**config.mk**
```make
export PLATFORM = sky130hd
export DESIGN_NAME = write_receiver
export DESIGN_NICKNAME = d
export VERILOG_FILES = /design/src/rtl/write_receiver.sv
export SDC_FILE = /design/constraint.sdc
export NUM_CORES = 1
export LEC_CHECK = 0
export ABC_AREA = 1
export BUFFER_PORTS_ARGS = -buffer_cell sky130_fd_sc_hd__buf_4
export CAP_MARGIN = 20
export CORE_ASPECT_RATIO = 0.8
export CORE_MARGIN = 2
export CORE_UTILIZATION = 51
export CTS_BUF_LIST = sky130_fd_sc_hd__clkbuf_4 sky130_fd_sc_hd__clkbuf_8 sky130_fd_sc_hd__clkbuf_16
export DETAILED_ROUTE_END_ITERATION = 8
export PLACE_DENSITY = 0.77
export SYNTH_ARGS = -nofsm -noshare
export SYNTH_HDL_FRONTEND = slang
export SYNTH_SLANG_ARGS = --single-unit
```
**constraint.sdc**
```tcl
create_clock -name clk -period 3.8 [get_ports clk]
set_input_delay 0.57 -clock clk [delete_from_list [all_inputs] [get_ports clk]]
set_output_delay 0.57 -clock clk [all_outputs]
set_load 0.02 [all_outputs]
```
**src/rtl/write_receiver.sv**
```systemverilog
// Stores one framed packet beat-by-beat into SRAM, chains its blocks and enqueues a descriptor on end of packet.
// Writes, links and the enqueue are registered one cycle after the sampling edge; wr_ready drops while no free address exists.
module write_receiver #(
  parameter int num_of_priorities  = 8,
  parameter int priority_width     = 3,
  parameter int address_width      = 17,
  parameter int arbiter_data_width = 64,
  parameter int max_pkt_words      = 64,
  parameter int len_width          = 7
) (
  input  logic                          clk,
  input  logic                          rst,
  input  logic                          wr_sop,
  input  logic [priority_width-1:0]     wr_prio,
  input  logic                          wr_vld,
  input  logic [arbiter_data_width-1:0] wr_data,
  input  logic                          wr_eop,
  output logic                          wr_ready,
  input  logic                          free_vld,
  input  logic [address_width-1:0]      free_addr,
  output logic                          free_pop,
  output logic                          wea,
  output logic [address_width-1:0]      addra,
  output logic [arbiter_data_width-1:0] dina,
  output logic                          link_we,
  output logic [address_width-1:0]      link_from,
  output logic [address_width-1:0]      link_to,
  output logic                          enq_vld,
  output logic [priority_width-1:0]     enq_prio,
  output logic [address_width-1:0]      enq_head,
  output logic [address_width-1:0]      enq_tail,
  output logic [len_width-1:0]          enq_len,
  output logic [15:0]                   pkt_cnt,
  output logic [15:0]                   err_cnt,
  output logic                          busy
);

  typedef enum logic {IDLE, DATA} state_t;

  localparam logic [len_width-1:0] max_len = len_width'(max_pkt_words);

  if (num_of_priorities > (1 << priority_width)) begin : g_prio_cfg_check
    $error("write_receiver: priority_width too narrow for num_of_priorities");
  end

  state_t                    state, next_state;
  logic [priority_width-1:0] prio;
  logic [address_width-1:0]  head, tail;
  logic [len_width-1:0]      len, final_len;
  logic                      trunc;
  logic                      accept, store, trunc_hit, close, restart;
  logic [1:0]                err_inc;
  logic [address_width-1:0]  final_head, final_tail;

  always_comb begin
    next_state = state;
    store      = 1'b0;
    trunc_hit  = 1'b0;
    close      = 1'b0;
    restart    = 1'b0;
    err_inc    = 2'd0;
    wr_ready   = (state == DATA) && free_vld;
    accept     = wr_vld && wr_ready;
    case (state)
      IDLE: begin
        if (wr_vld || wr_eop) err_inc = 2'd1;
        if (wr_sop) begin
          restart    = 1'b1;
          next_state = DATA;
        end
      end
      DATA: begin
        store     = accept && (len < max_len);
        trunc_hit = accept && !store;
        // An early sop closes the old packet; a same-cycle beat still belongs to it.
        if (wr_sop) begin
          close   = 1'b1;
          restart = 1'b1;
        end else if (wr_eop) begin
          close      = 1'b1;
          next_state = IDLE;
        end
      end
      default: next_state = IDLE;
    endcase
    free_pop   = store;
    final_len  = store ? len + len_width'(1) : len;
    final_head = (len == '0) ? free_addr : head;
    final_tail = store ? free_addr : tail;
    err_inc    = err_inc + 2'(trunc_hit && !trunc) + 2'(close && (final_len == '0))
               + 2'((state == DATA) && wr_sop);
  end

  always_ff @(posedge clk) begin
    if (rst) begin
      state     <= IDLE;
      prio      <= '0;
      head      <= '0;
      tail      <= '0;
      len       <= '0;
      trunc     <= 1'b0;
      wea       <= 1'b0;
      addra     <= '0;
      dina      <= '0;
      link_we   <= 1'b0;
      link_from <= '0;
      link_to   <= '0;
      enq_vld   <= 1'b0;
      enq_prio  <= '0;
      enq_head  <= '0;
      enq_tail  <= '0;
      enq_len   <= '0;
      pkt_cnt   <= '0;
      err_cnt   <= '0;
    end else begin
      state   <= next_state;
      wea     <= store;
      link_we <= store && (len != '0);
      if (store) begin
        addra     <= free_addr;
        dina      <= wr_data;
        link_from <= tail;
        link_to   <= free_addr;
        tail      <= free_addr;
        if (len == '0) head <= free_addr;
      end
      enq_vld <= close && (final_len != '0);
      if (close && (final_len != '0)) begin
        enq_prio <= prio;
        enq_head <= final_head;
        enq_tail <= final_tail;
        enq_len  <= final_len;
        pkt_cnt  <= pkt_cnt + 16'd1;
      end
      err_cnt <= err_cnt + 16'(err_inc);
      if (restart) begin
        prio  <= wr_prio;
        len   <= '0;
        trunc <= 1'b0;
      end else begin
        if (close) len <= '0;
        else if (store) len <= final_len;
        if (trunc_hit) trunc <= 1'b1;
      end
    end
  end

  assign busy = (state != IDLE);

endmodule

```
-- Word-level counts from Yosys, hierarchy flattened
Cells that the tools add are included.
- register bits after elaboration: 223
- output and inout bits: 197
- word-level logic and storage cells: 58
- bitwise gates (word level): 1
- order comparisons: 1
- muxes and demuxes: 14
- $add $sub $neg: 6
- reductions and logical operators: 18
- operators by type and width (kind ; number):
    2-to-1 mux 17 bit ; 2
    adder 16 x 1 -> 16 bit, second input constant ; 1
    adder 16 x 2 -> 16 bit ; 1
    zero test 7 bit ; 2
    nonzero test 7 bit ; 2
    2-to-1 mux 1 bit ; 10
    logical AND 1 bit ; 9
    adder 7 x 1 -> 7 bit, second input constant ; 1
    less-than comparator 7 bit, second input constant ; 1
    2-to-1 mux 7 bit ; 1
    adder 2 x 1 -> 2 bit ; 3
    OR reduction 3 bit ; 1
    zero test 1 bit ; 2
    one-hot mux 1 bit (2 select lines) ; 1
    OR reduction 2 bit ; 1
    logical OR 1 bit ; 1
    inverter 1 bit ; 1

-- Longest topological paths before layout
Gate-level depths: netlist of run 1.
- depth after elaboration: 11
- gate-level depth with buffers: 22
- gate-level depth less buffers: 20

-- Worst setup path before layout of run 1
OpenSTA, ideal clock, no wires.
- path type: input port to flip-flop
- start point: input wr_vld
- end point: register err_cnt[12]
- cell stages on the path: 20
- path slack: 0.506 ns
- arrival time: 3.177 ns
- buffers on the path: 3
- path through: nand3_1 nor2_2 buf_6 nand3_1 nand2_1 nor2_1 nand3_2 buf_6 buf_6 nor2_1 ha_1 xnor2_1 fa_1 nand2_1 nor2_1 nand3_1 nor3_1 nand4_1 o21ai_0 nor2_1
- longest elaborated chain between the ends: 10
- elaborated cells between the ends (all ways): 17
- RTL lines (element ; line ; source):
    from (decl) ; 15 ; input logic wr_vld,
    logical AND 1 bit ; 63 ; accept = wr_vld && wr_ready;
    logical AND 1 bit ; 73 ; store = accept && (len < max_len);
    zero test 1 bit ; 74 ; trunc_hit = accept && !store;
    logical AND 1 bit ; 74 ;
    2-to-1 mux 1 bit ; 64 ; case (state)
    logical AND 1 bit ; 90 ; err_inc = err_inc + 2'(trunc_hit && !trunc) + 2'(close && (final_len == '0))
    adder 2 x 1 -> 2 bit ; 90 ;
    adder 2 x 1 -> 2 bit (*) ; 90 ;
    adder 2 x 1 -> 2 bit (*) ; 91 ; + 2'((state == DATA) && wr_sop);
    adder 16 x 2 -> 16 bit (*) ; 135 ; err_cnt <= err_cnt + 16'(err_inc);
    to (signal assigned) ; 135 ;
    to (decl) ; 34 ; output logic [15:0] err_cnt,
Mark *: on every way between the ends. The rest lies on a longest branch, timed or not.
A chain may end at the register's enable or synchronous reset.

-- Final worst setup path of run 1
- start point: register state (netlist: busy)
- end point: register err_cnt[14]
- longest elaborated chain between the ends: 11
- elaborated cells between the ends (all ways): 18
- RTL lines (element ; line ; source):
    from (decl) ; 46 ; state_t state, next_state;
    from (signal assigned) ; 116 ; state <= next_state;
    logical AND 1 bit ; 62 ; wr_ready = (state == DATA) && free_vld;
    logical AND 1 bit ; 63 ;
    logical AND 1 bit ; 73 ;
    zero test 1 bit ; 74 ;
    logical AND 1 bit ; 74 ;
    2-to-1 mux 1 bit ; 64 ;
    logical AND 1 bit ; 90 ;
    adder 2 x 1 -> 2 bit (2 in a row) ; 90 ;
    adder 2 x 1 -> 2 bit (*) ; 91 ;
    adder 16 x 2 -> 16 bit (*) ; 135 ;
Marked as above.

==> results.cfg, run 1 <==
[yosys]
yosysTopAreaCellShare_pct = 49.7
synth.avg_cell_area_sq_um = 7.61
synth-seq-cells = 223
syn_area_sq_um = 8980
syn-num-nets = 1278
synthCells = 1180
ys_warn_count = 0
yosysUniqueCellTypes = 29
synth_edf_count = 0
yosysTopAreaCell = dfxtp_1
ys_top_cells_by_area = dfxtp_1 (50%), nor2_1 (12%), nand2_1 (6.8%), o21ai_0 (6.1%), a21oi_1 (3.7%)
synthArstFlopShare_pct = 0
synth_ff_type = dfxtp_1
seq_area_frac_synth_pct = 49.7

[placement]
placed_cell_area_sq_um = 11000
gp_congestion = 0.889
io_buffers = 286
hpwl_um = 16500

[power_and_ir_drop]
vdd_drop_max_mv = 0.370
p_total_mw = 5.63
powerDensity_nw_per_um2 = 471
p_leak_nw = 5.28

[critical_path]
crit_end = err_cnt[14]
critPathCaptureType = flip-flop
cp.arrival_ps = 3790
crit_type = flip-flop to flip-flop
critPathRequiredTime_ps = 4230
r2r_cells = 16
critPathLaunch = busy
path_max_fanout = 7
start_kind = flip-flop
regToRegSetupSlack_ps = 440
timing.rr.end = err_cnt[14]
rr_startpoint = busy

[cells_and_area]
layout-drive-gt1-share_pct = 25.2
multi_input_area_sq_um = 3710
antennaDiodeCount = 0
final-seq-area_sq_um = 4460
synthToLayoutAreaGrowth_pct = 33.1
utilization_pct = 69.2
final_net_count = 1511
fin_area_sq_um = 12000
n_fill_cell = 1464

[routing]
vias = 8320
wl_per_cell_um = 14.8
wirelength_um = 24500
first_pass_iters = 5
drt_iter0_drc = 446
ant_nets = 0
wl_met1_um = 10700
top_layer_used = met4
via_per_inst = 5.02
dr_wl_met3_um = 1730
wl_met2_um = 11500
drc = 0

[run_status]
status = completed

[die]
fp.dieW_um = 152
dieArea_sq_um = 18700
start_util_pct = 52.0
die_y_um = 123
fp-row-count = 43
ios = 287
core_area_sq_um = 17300

[timing]
setup_violations = 0
timing.hold.ws_ps = 304
skew_ps = 11.5
worst_slew_pin_slew_ps = 887
grt_setup_unrepaired = false
finalMaxSlewViolations = 0
max_slew_margin_pct = 40.8
hold_violations = 0
fmaxAchievable_mhz = 298
period_needed_ps = 3360
setup_tns_ps = 0
min_period_over_period_pct = 88.4

[clock_tree]
clockBufferDepth = 3
cts_buffers = 24
htreeDepth = 1
clk_pin_slew_ps = 60
cts-hold-fix-buffers = 0
root_buffer = clkbuf_16
worstSkewPairLatency_ps = 510
numClockSinks = 223
cts_tree = done

[flow_run]
drv_cap = 0

[global_route]
track_usage_pct = 24.9
grt_pass1_vias = 7752
grt_overflow = 0
grt_max_degree = 97
grt_pass1_wl_um = 38600
antenna_found_initial = 0

[worst_hold_path]
hp-class = input pin to flip-flop
-- kinds of logic after synthesis --
family	after synthesis	synth area share, %
simple gates	538	24.8
flops	223	49.7
compound gates	196	11.4
buf+inv	180	9.11
xor+xnor	18	1.76
mux	17	1.89
fa+ha+maj	8	1.28
-- state kept, by name (all words and copies together), names as in the netlist, 3 cells and up --
register and cells:
head 17, enq_prio 3, link_from 17, pkt_cnt 16, enq_head 17, prio 3
dina 64, err_cnt 16, enq_tail 17, link_to 17, tail 17, len 7
enq_len 7
-- Yosys cell counts (11+ instances only) --
cell / number
o21ai_0: 110
xor2_1: 11
o211ai_1: 17
nand3_1: 60
buf_2: 12
clkbuf_1: 45
nor2_1: 280
mux2i_1: 17
inv_1: 89
nand2_1: 162
nand3_2: 11
dfxtp_1: 223
buf_4: 20
a21oi_1: 67
-- worst min path at each step --
stage	cells past startpoint	endpoint	from	slack (ps)
after floorplan	2	link_from[0]	tail[0]	420
after global placement	2	link_from[13]	tail[13]	430
after detailed placement	2	link_from[10]	tail[10]	440
after CTS	2	trunc	wr_sop	280
after global routing	2	trunc	wr_sop	300
final	3	prio[1]	wr_prio[1]	300
-- metrics by stage --
| stage | instances | setup WS [ps] |
|---|---|---|
| after floorplan | 1180 | 506 |
| after global placement | 1612 | 364 |
| after detailed placement | 1612 | 205 |
| after CTS | 1656 | 357 |
| after global routing | 1656 | 122 |
| final | 1656 | 443 |
-- layout make-up --
type,count,share of cell area (%)
clock buffer,31,5.82
clock inverter,13,1.77
inverter,91,2.88
multi-input combinational,777,31.0
sequential,223,37.4
tap,225,2.36
timing repair buffer,296,18.8
-- power by group --
group          switching [mW]  total, mW  internal [mW]
registers              0.0478       2.46           2.42
clock network           0.965       2.61           1.64
logic                   0.331      0.560          0.228
total                    1.34       5.63           4.28
-- critical path: stages, from the launching register on --
cell and delay, ps:
dfxtp_1 440, nand2_2 120, nor2_4 140, nand3b_1 120, fa_1 520, inv_1 50, ha_1 210, xnor2_1 280
fa_1 250, nand2_1 70, nor2_1 170, nand3_1 150, nor3_2 190, nand4_1 230, nor2_1 160, nand2_1 70
a21oi_1 120
-- routing by layer --
metal	track usage (%)	up-vias
met1	32.2	3824
met5	0	-
met2	41.2	238
met4	7.48	0
met3	6.74	40
li1	-	4218
-- layout by cell type, fill, tap and decap left out, types with 17 or more instances in the layout --
master / Yosys / layout
buf_4: 20 / 294
nand2_1: 162 / 162
clkbuf_16: 0 / 25
nor2_1: 280 / 280
a21oi_1: 67 / 67
o211ai_1: 17 / 17
dfxtp_1: 223 / 223
inv_1: 89 / 87
mux2i_1: 17 / 17
nand3_1: 60 / 60
o21ai_0: 110 / 110
-- timing repair --
action	CTS	global route
resized for setup	0	1
buffers inserted	0	0
setup endpoints to repair	0	1
Power figures use the tool's default switching activity.
==> inputs of run 2 (changes only) <==
--- a/config.mk
+++ b/config.mk
@@ -8,9 +8,11 @@
 export ABC_AREA = 1
 export BUFFER_PORTS_ARGS = -buffer_cell sky130_fd_sc_hd__buf_4
 export CAP_MARGIN = 20
+export CELL_PAD_IN_SITES_DETAIL_PLACEMENT = 2
+export CELL_PAD_IN_SITES_GLOBAL_PLACEMENT = 2
 export CORE_ASPECT_RATIO = 0.8
 export CORE_MARGIN = 2
-export CORE_UTILIZATION = 51
+export CORE_UTILIZATION = 28
 export CTS_BUF_LIST = sky130_fd_sc_hd__clkbuf_4 sky130_fd_sc_hd__clkbuf_8 sky130_fd_sc_hd__clkbuf_16
 export DETAILED_ROUTE_END_ITERATION = 8
 export PLACE_DENSITY = 0.77
==> run 2 against run 1 <==
Non-clock buffer count is 1 higher. Final cell count is 12% higher. Design area grew 2.0%. Clock power decreased by 3%. Sequential power barely moved. Clock skew grew 2.0 ps. Highest routed layer unchanged.
==> results.cfg, run 2 (synthesis gave the netlist of run 1 again) <==
[timing]
min_period_over_period_pct = 89.2
setup_violations = 0
worst_slew_pin_slew_ps = 909
skew_ps = 13.5
timing.hold.ws_ps = 273
grt_setup_unrepaired = false
hold_violations = 0
max_slew_margin_pct = 39.4
fmaxAchievable_mhz = 295
period_needed_ps = 3390
finalMaxSlewViolations = 0

[power_and_ir_drop]
p_clk_share_pct = 45.3
p_sw_mw = 1.41
power_frac_seq_pct = 44.2
switching_share_pct = 25.3
powerDensity_nw_per_um2 = 458
vdd_drop_max_mv = 0.258
p_leak_nw = 5.30
p_total_mw = 5.58
intPower_mw = 4.17
power_frac_comb_pct = 10.5

[global_route]
grt_pass1_wl_um = 51200
grt_pass1_vias = 9232
track_usage_pct = 19.1
grt_max_degree = 165
antenna_found_initial = 0
grt_overflow = 0

[critical_path]
crit_type = flip-flop to flip-flop
start_kind = flip-flop
slowest_stage = dfxtp_1
path_max_fanout = 8
critPathCaptureType = flip-flop
critPathRequiredTime_ps = 4260
regToRegSetupSlack_ps = 410
cp_top_family = simple AND/OR/NAND/NOR gates
cp_cell_sequence = nand3_1, nor2_4, nand2_1, nand2_1, nand2_1, nor2_1, nand3_2, nor2_1, ha_1, xnor2_1, fa_1, nand2_1, nor2_2, nand3_2, nor3_4, nand4_1, nor2_1, nand2_1, a21oi_1
cp_common_cell = nand2_1
cp.arrival_ps = 3850
cpPeakStageDelay_ps = 460
worst-path-buf-inv = 0

[cells_and_area]
n_fill_cell = 3689
final_net_count = 1515
multi_input_area_sq_um = 3720
fin_area_sq_um = 12200
antennaDiodeCount = 0
synthToLayoutAreaGrowth_pct = 35.8
final_cell_mix = buf_4 (294), nor2_1 (279), dfxtp_1 (222), nand2_1 (162), o21ai_0 (110)
utilization_pct = 38.7
regMostFlops = dina
final-seq-area_sq_um = 4470
largest_reg_flops = 64
layout_commonest_cell = buf_4
layout-drive-gt1-share_pct = 25.5

[clock_tree]
clockBufferDepth = 3
worstSkewPairLatency_ps = 530
cts-hold-fix-buffers = 0
cts_buffers = 27
numClockSinks = 223
htreeDepth = 1
clk_pin_slew_ps = 60
root_buffer = clkbuf_16
cts_tree = done

[routing]
wl_per_cell_um = 17.7
first_pass_iters = 4
wirelength_um = 32800
drt_iter0_drc = 246
via_per_inst = 4.69
drc = 0
vias = 8697
ant_nets = 0

[die]
die_y_um = 164
fp-row-count = 58
start_util_pct = 28.5
core_area_sq_um = 31500
ios = 287
fp.dieW_um = 204
dieArea_sq_um = 33500

[worst_hold_path]
hp-class = input pin to flip-flop

[placement]
io_buffers = 286
hpwl_um = 22400
placed_cell_area_sq_um = 11300
gp_congestion = 0.718

[flow_run]
drv_cap = 0

[run_status]
status = completed
-- run 2: final cells by class --
type                            count  area share (%)
Tap cell                          420            4.31
Timing Repair Buffer              297            18.6
Multi-Input combinational cell    777            30.5
Clock buffer                       38            6.58
Clock inverter                      7           0.544
Inverter                           91            2.82
Sequential cell                   223            36.6
-- run 2: stage by stage --
| stage | cells | TNS, ps | setup slack, ps |
|---|---|---|---|
| after global placement | 1808 | 0 | 282 |
| after floorplan | 1180 | 0 | 506 |
| after detailed placement | 1808 | -45.3 | -38.8 |
| after global routing | 1853 | 0 | 4.67 |
| after CTS | 1853 | 0 | 94.0 |
| final | 1853 | 0 | 410 |
-- run 2: routing by layer --
layer | routed length (um) | GRT usage (%) | up-vias
met1 | 14800 | 24.3 | 4259
met2 | 15600 | 33.1 | 189
met3 | 1990 | 4.90 | 34
li1 | - | - | 4215
met4 | 431 | 2.93 | 0
met5 | 0 | 0 | -
-- run 2: power groups by stage --
stage,Sequential [mW],Clock [mW],Combinational [mW]
final,2.47,2.53,0.586
after global routing,2.48,2.72,0.651
after CTS,2.47,2.61,0.599
after detailed placement,2.52,0,0.595
after global placement,2.51,0,0.579
after floorplan,2.58,0,0.253
-- run 2: path summary, 6_finish.rpt --
path	cells after the start	startpoint	endpoint
min	3	wr_prio[0]	prio[0]
max reg2reg	19	busy	err_cnt[14]
min reg2reg	2	tail[14]	link_from[14]
max	19	busy	err_cnt[14]
-- run 2: worst min-delay path, delay by kind of cell --
kind / cells / cell delay [ps]
and+or+nand+nor: 2 / 120
buffers and inverters: 1 / 80
-- run 2: repair_timing --
action,in CTS,in global routing
endpoints found under the setup margin,0,4
gates resized for setup,0,5
setup buffers,0,0
==> inputs of run 3 (changes only) <==
--- a/config.mk
+++ b/config.mk
@@ -5,7 +5,7 @@
 export SDC_FILE = /design/constraint.sdc
 export NUM_CORES = 1
 export LEC_CHECK = 0
-export ABC_AREA = 1
+export ABC_AREA = 0
 export BUFFER_PORTS_ARGS = -buffer_cell sky130_fd_sc_hd__buf_4
 export CAP_MARGIN = 20
 export CELL_PAD_IN_SITES_DETAIL_PLACEMENT = 2
@@ -15,7 +15,7 @@
 export CORE_UTILIZATION = 28
 export CTS_BUF_LIST = sky130_fd_sc_hd__clkbuf_4 sky130_fd_sc_hd__clkbuf_8 sky130_fd_sc_hd__clkbuf_16
 export DETAILED_ROUTE_END_ITERATION = 8
-export PLACE_DENSITY = 0.77
+export PLACE_DENSITY = 0.76
 export SYNTH_ARGS = -nofsm -noshare
 export SYNTH_HDL_FRONTEND = slang
 export SYNTH_SLANG_ARGS = --single-unit
==> run 3 against run 2 <==
Flip-flop and latch count stayed put. Clock-buffer cell count is 4 lower. Clock skew is 6.4 ps lower. First-iteration DRC count is 25% higher. Worst hold slack better by 26 ps.
==> results.cfg, run 3 <==
[run_status]
status = completed

[timing]
setup_tns_ps = 0
min_period_over_period_pct = 86.3
hold_violations = 0
fmaxAchievable_mhz = 305
worst_slack_ps = 522
period_needed_ps = 3280
finalMaxSlewViolations = 0
timing.hold.ws_ps = 299
max_slew_margin_pct = 40.8
worst_slew_pin_slew_ps = 888
setup_violations = 0
skew_ps = 7.13
grt_setup_unrepaired = false

[cells_and_area]
antennaDiodeCount = 0
fin_area_sq_um = 11700
largest_reg_flops = 64
layout_commonest_cell = buf_4
final_cell_mix = buf_4 (296), nand2_1 (287), dfxtp_1 (223), a21oi_1 (156), nor2_1 (56)
final_cell_count_no_fill = 1676
regMostFlops = dina
final_net_count = 1350
layout-drive-gt1-share_pct = 27.7
synthToLayoutAreaGrowth_pct = 37.7

[power_and_ir_drop]
intPower_mw = 4.01
p_clk_share_pct = 46.6
power_frac_seq_pct = 46.0
power_frac_comb_pct = 7.3
powerDensity_nw_per_um2 = 451
p_sw_mw = 1.25
switching_share_pct = 23.7
p_leak_nw = 4.62
vdd_drop_max_mv = 0.254

[yosys]
yosysTopAreaCellShare_pct = 52.7
seq_area_frac_synth_pct = 52.7
yosysTopAreaCell = dfxtp_1
synth.avg_cell_area_sq_um = 8.38
syn_area_sq_um = 8470
yosysUniqueCellTypes = 47
ys_top_cells_by_area = dfxtp_1 (53%), nand2_1 (13%), a21oi_1 (9.2%), mux2i_1 (2.5%), nor2_1 (2.5%)
synthTopCellsByCount = nand2_1 (287), dfxtp_1 (223), a21oi_1 (156), nor2_1 (56), clkbuf_1 (48)
synth_edf_count = 0
syn-num-nets = 1109
synthCells = 1011
synth-seq-cells = 223
ys_warn_count = 0
synth.most_common_cell = nand2_1
synthArstFlopShare_pct = 0
synth_ff_type = dfxtp_1

[routing]
vias = 7913
drt_iter0_drc = 308
drc = 0
wl_per_cell_um = 17.9
via_per_inst = 4.72
first_pass_iters = 4
ant_nets = 0
wirelength_um = 29900

[global_route]
grt_overflow = 0
track_usage_pct = 18.5
grt_pass1_wl_um = 47000
grt_pass1_vias = 8425
grt_max_degree = 85
antenna_found_initial = 0

[placement]
dp_cells = 1631
preCtsSetupSlack_ps = 375
placed_cell_area_sq_um = 10800
gp_congestion = 0.754
io_buffers = 286
hpwl_um = 20700

[die]
dieArea_sq_um = 31700
start_util_pct = 28.6
ios = 287
die_y_um = 160
core_area_sq_um = 29600
fp.dieW_um = 198
fp-row-count = 56

[clock_tree]
cts_tree = done
clockBufferDepth = 3
root_buffer = clkbuf_16
cts_buffers = 25
numClockSinks = 223
cts-hold-fix-buffers = 0
cts_setup_buffers = 0
clk_pin_slew_ps = 60
htreeDepth = 1
cts_resized = 0
worstSkewPairLatency_ps = 510

[critical_path]
crit_type = flip-flop to primary output
path_max_fanout = 59
start_kind = flip-flop
critPathCaptureType = primary output
critPathRequiredTime_ps = 3230
cp.arrival_ps = 2710

[worst_hold_path]
hp-class = input pin to flip-flop

[flow_run]
drv_cap = 0
run 3: kinds of logic (layout without fill, tap and decap cells):
logic type               after synthesis  count (layout)  synth area share (%)
AO/OA/AOI/OAI                        224             224                  14.6
adder cells (fa/ha/maj)                8               8                  1.36
flip-flops                           223             223                  52.7
XOR/XNOR                              20              20                  2.07
buffers and inverters                 93             352                  5.58
AND/OR/NAND/NOR                      421             421                  21.1
multiplexers                          22              22                  2.61
run 3: path summary, 6_finish.rpt:
path	from	end	slack, ps	cells after the start
min	wr_data[52]	dina[52]	300	3
max	busy	free_pop	520	5
max reg2reg	len[1]	err_cnt[15]	560	15
min reg2reg	tail[12]	link_from[12]	450	2
run 3: power groups by stage:
| stage | clock network, mW | registers, mW | logic, mW |
|---|---|---|---|
| 6_report | 2.45 | 2.42 | 0.384 |
| 5_1_grt | 2.64 | 2.42 | 0.424 |
| 4_1_cts | 2.53 | 2.42 | 0.394 |
| 3_5_place_dp | 0 | 2.47 | 0.392 |
| 3_3_place_gp | 0 | 2.47 | 0.384 |
| 2_1_floorplan | 0 | 2.50 | 0.160 |
run 3: final cells by class:
cell class                      instances  area (sq um)
Fill cell                            3365         17900
Sequential cell                       223          4460
Multi-Input combinational cell        695          3550
Timing Repair Buffer                  299          2270
Clock buffer                           34           718
Tap cell                              406           508
Clock inverter                         11           110
Inverter                                8          31.3
run 3: worst max-delay path: stages, from the launching register on:
cell and delay (ps):
dfxtp_1 480, nand4b_4 180, clkinv_2 100, buf_4 450, buf_4 640, buf_4 260
run 3: per-layer routing:
| metal | GRT usage (%) | vias to the layer above | share of wire (%) |
|---|---|---|---|
| met5 | 0 | - | 0 |
| met4 | 4.00 | 0 | 2.0 |
| met3 | 4.19 | 33 | 5.1 |
| met2 | 33.1 | 154 | 50 |
| met1 | 22.6 | 3902 | 43 |
| li1 | - | 3824 | - |
run 3: per-stage QoR:
| step | util [%] | power [mW] |
|---|---|---|
| 6_report | 39.4 | 5.25 |
| 5_1_grt | 39.4 | 5.49 |
| 4_1_cts | 39.4 | 5.34 |
| 3_5_place_dp | 36.6 | 2.86 |
| 3_3_place_gp | 36.6 | 2.85 |
| 2_1_floorplan | - | 2.66 |
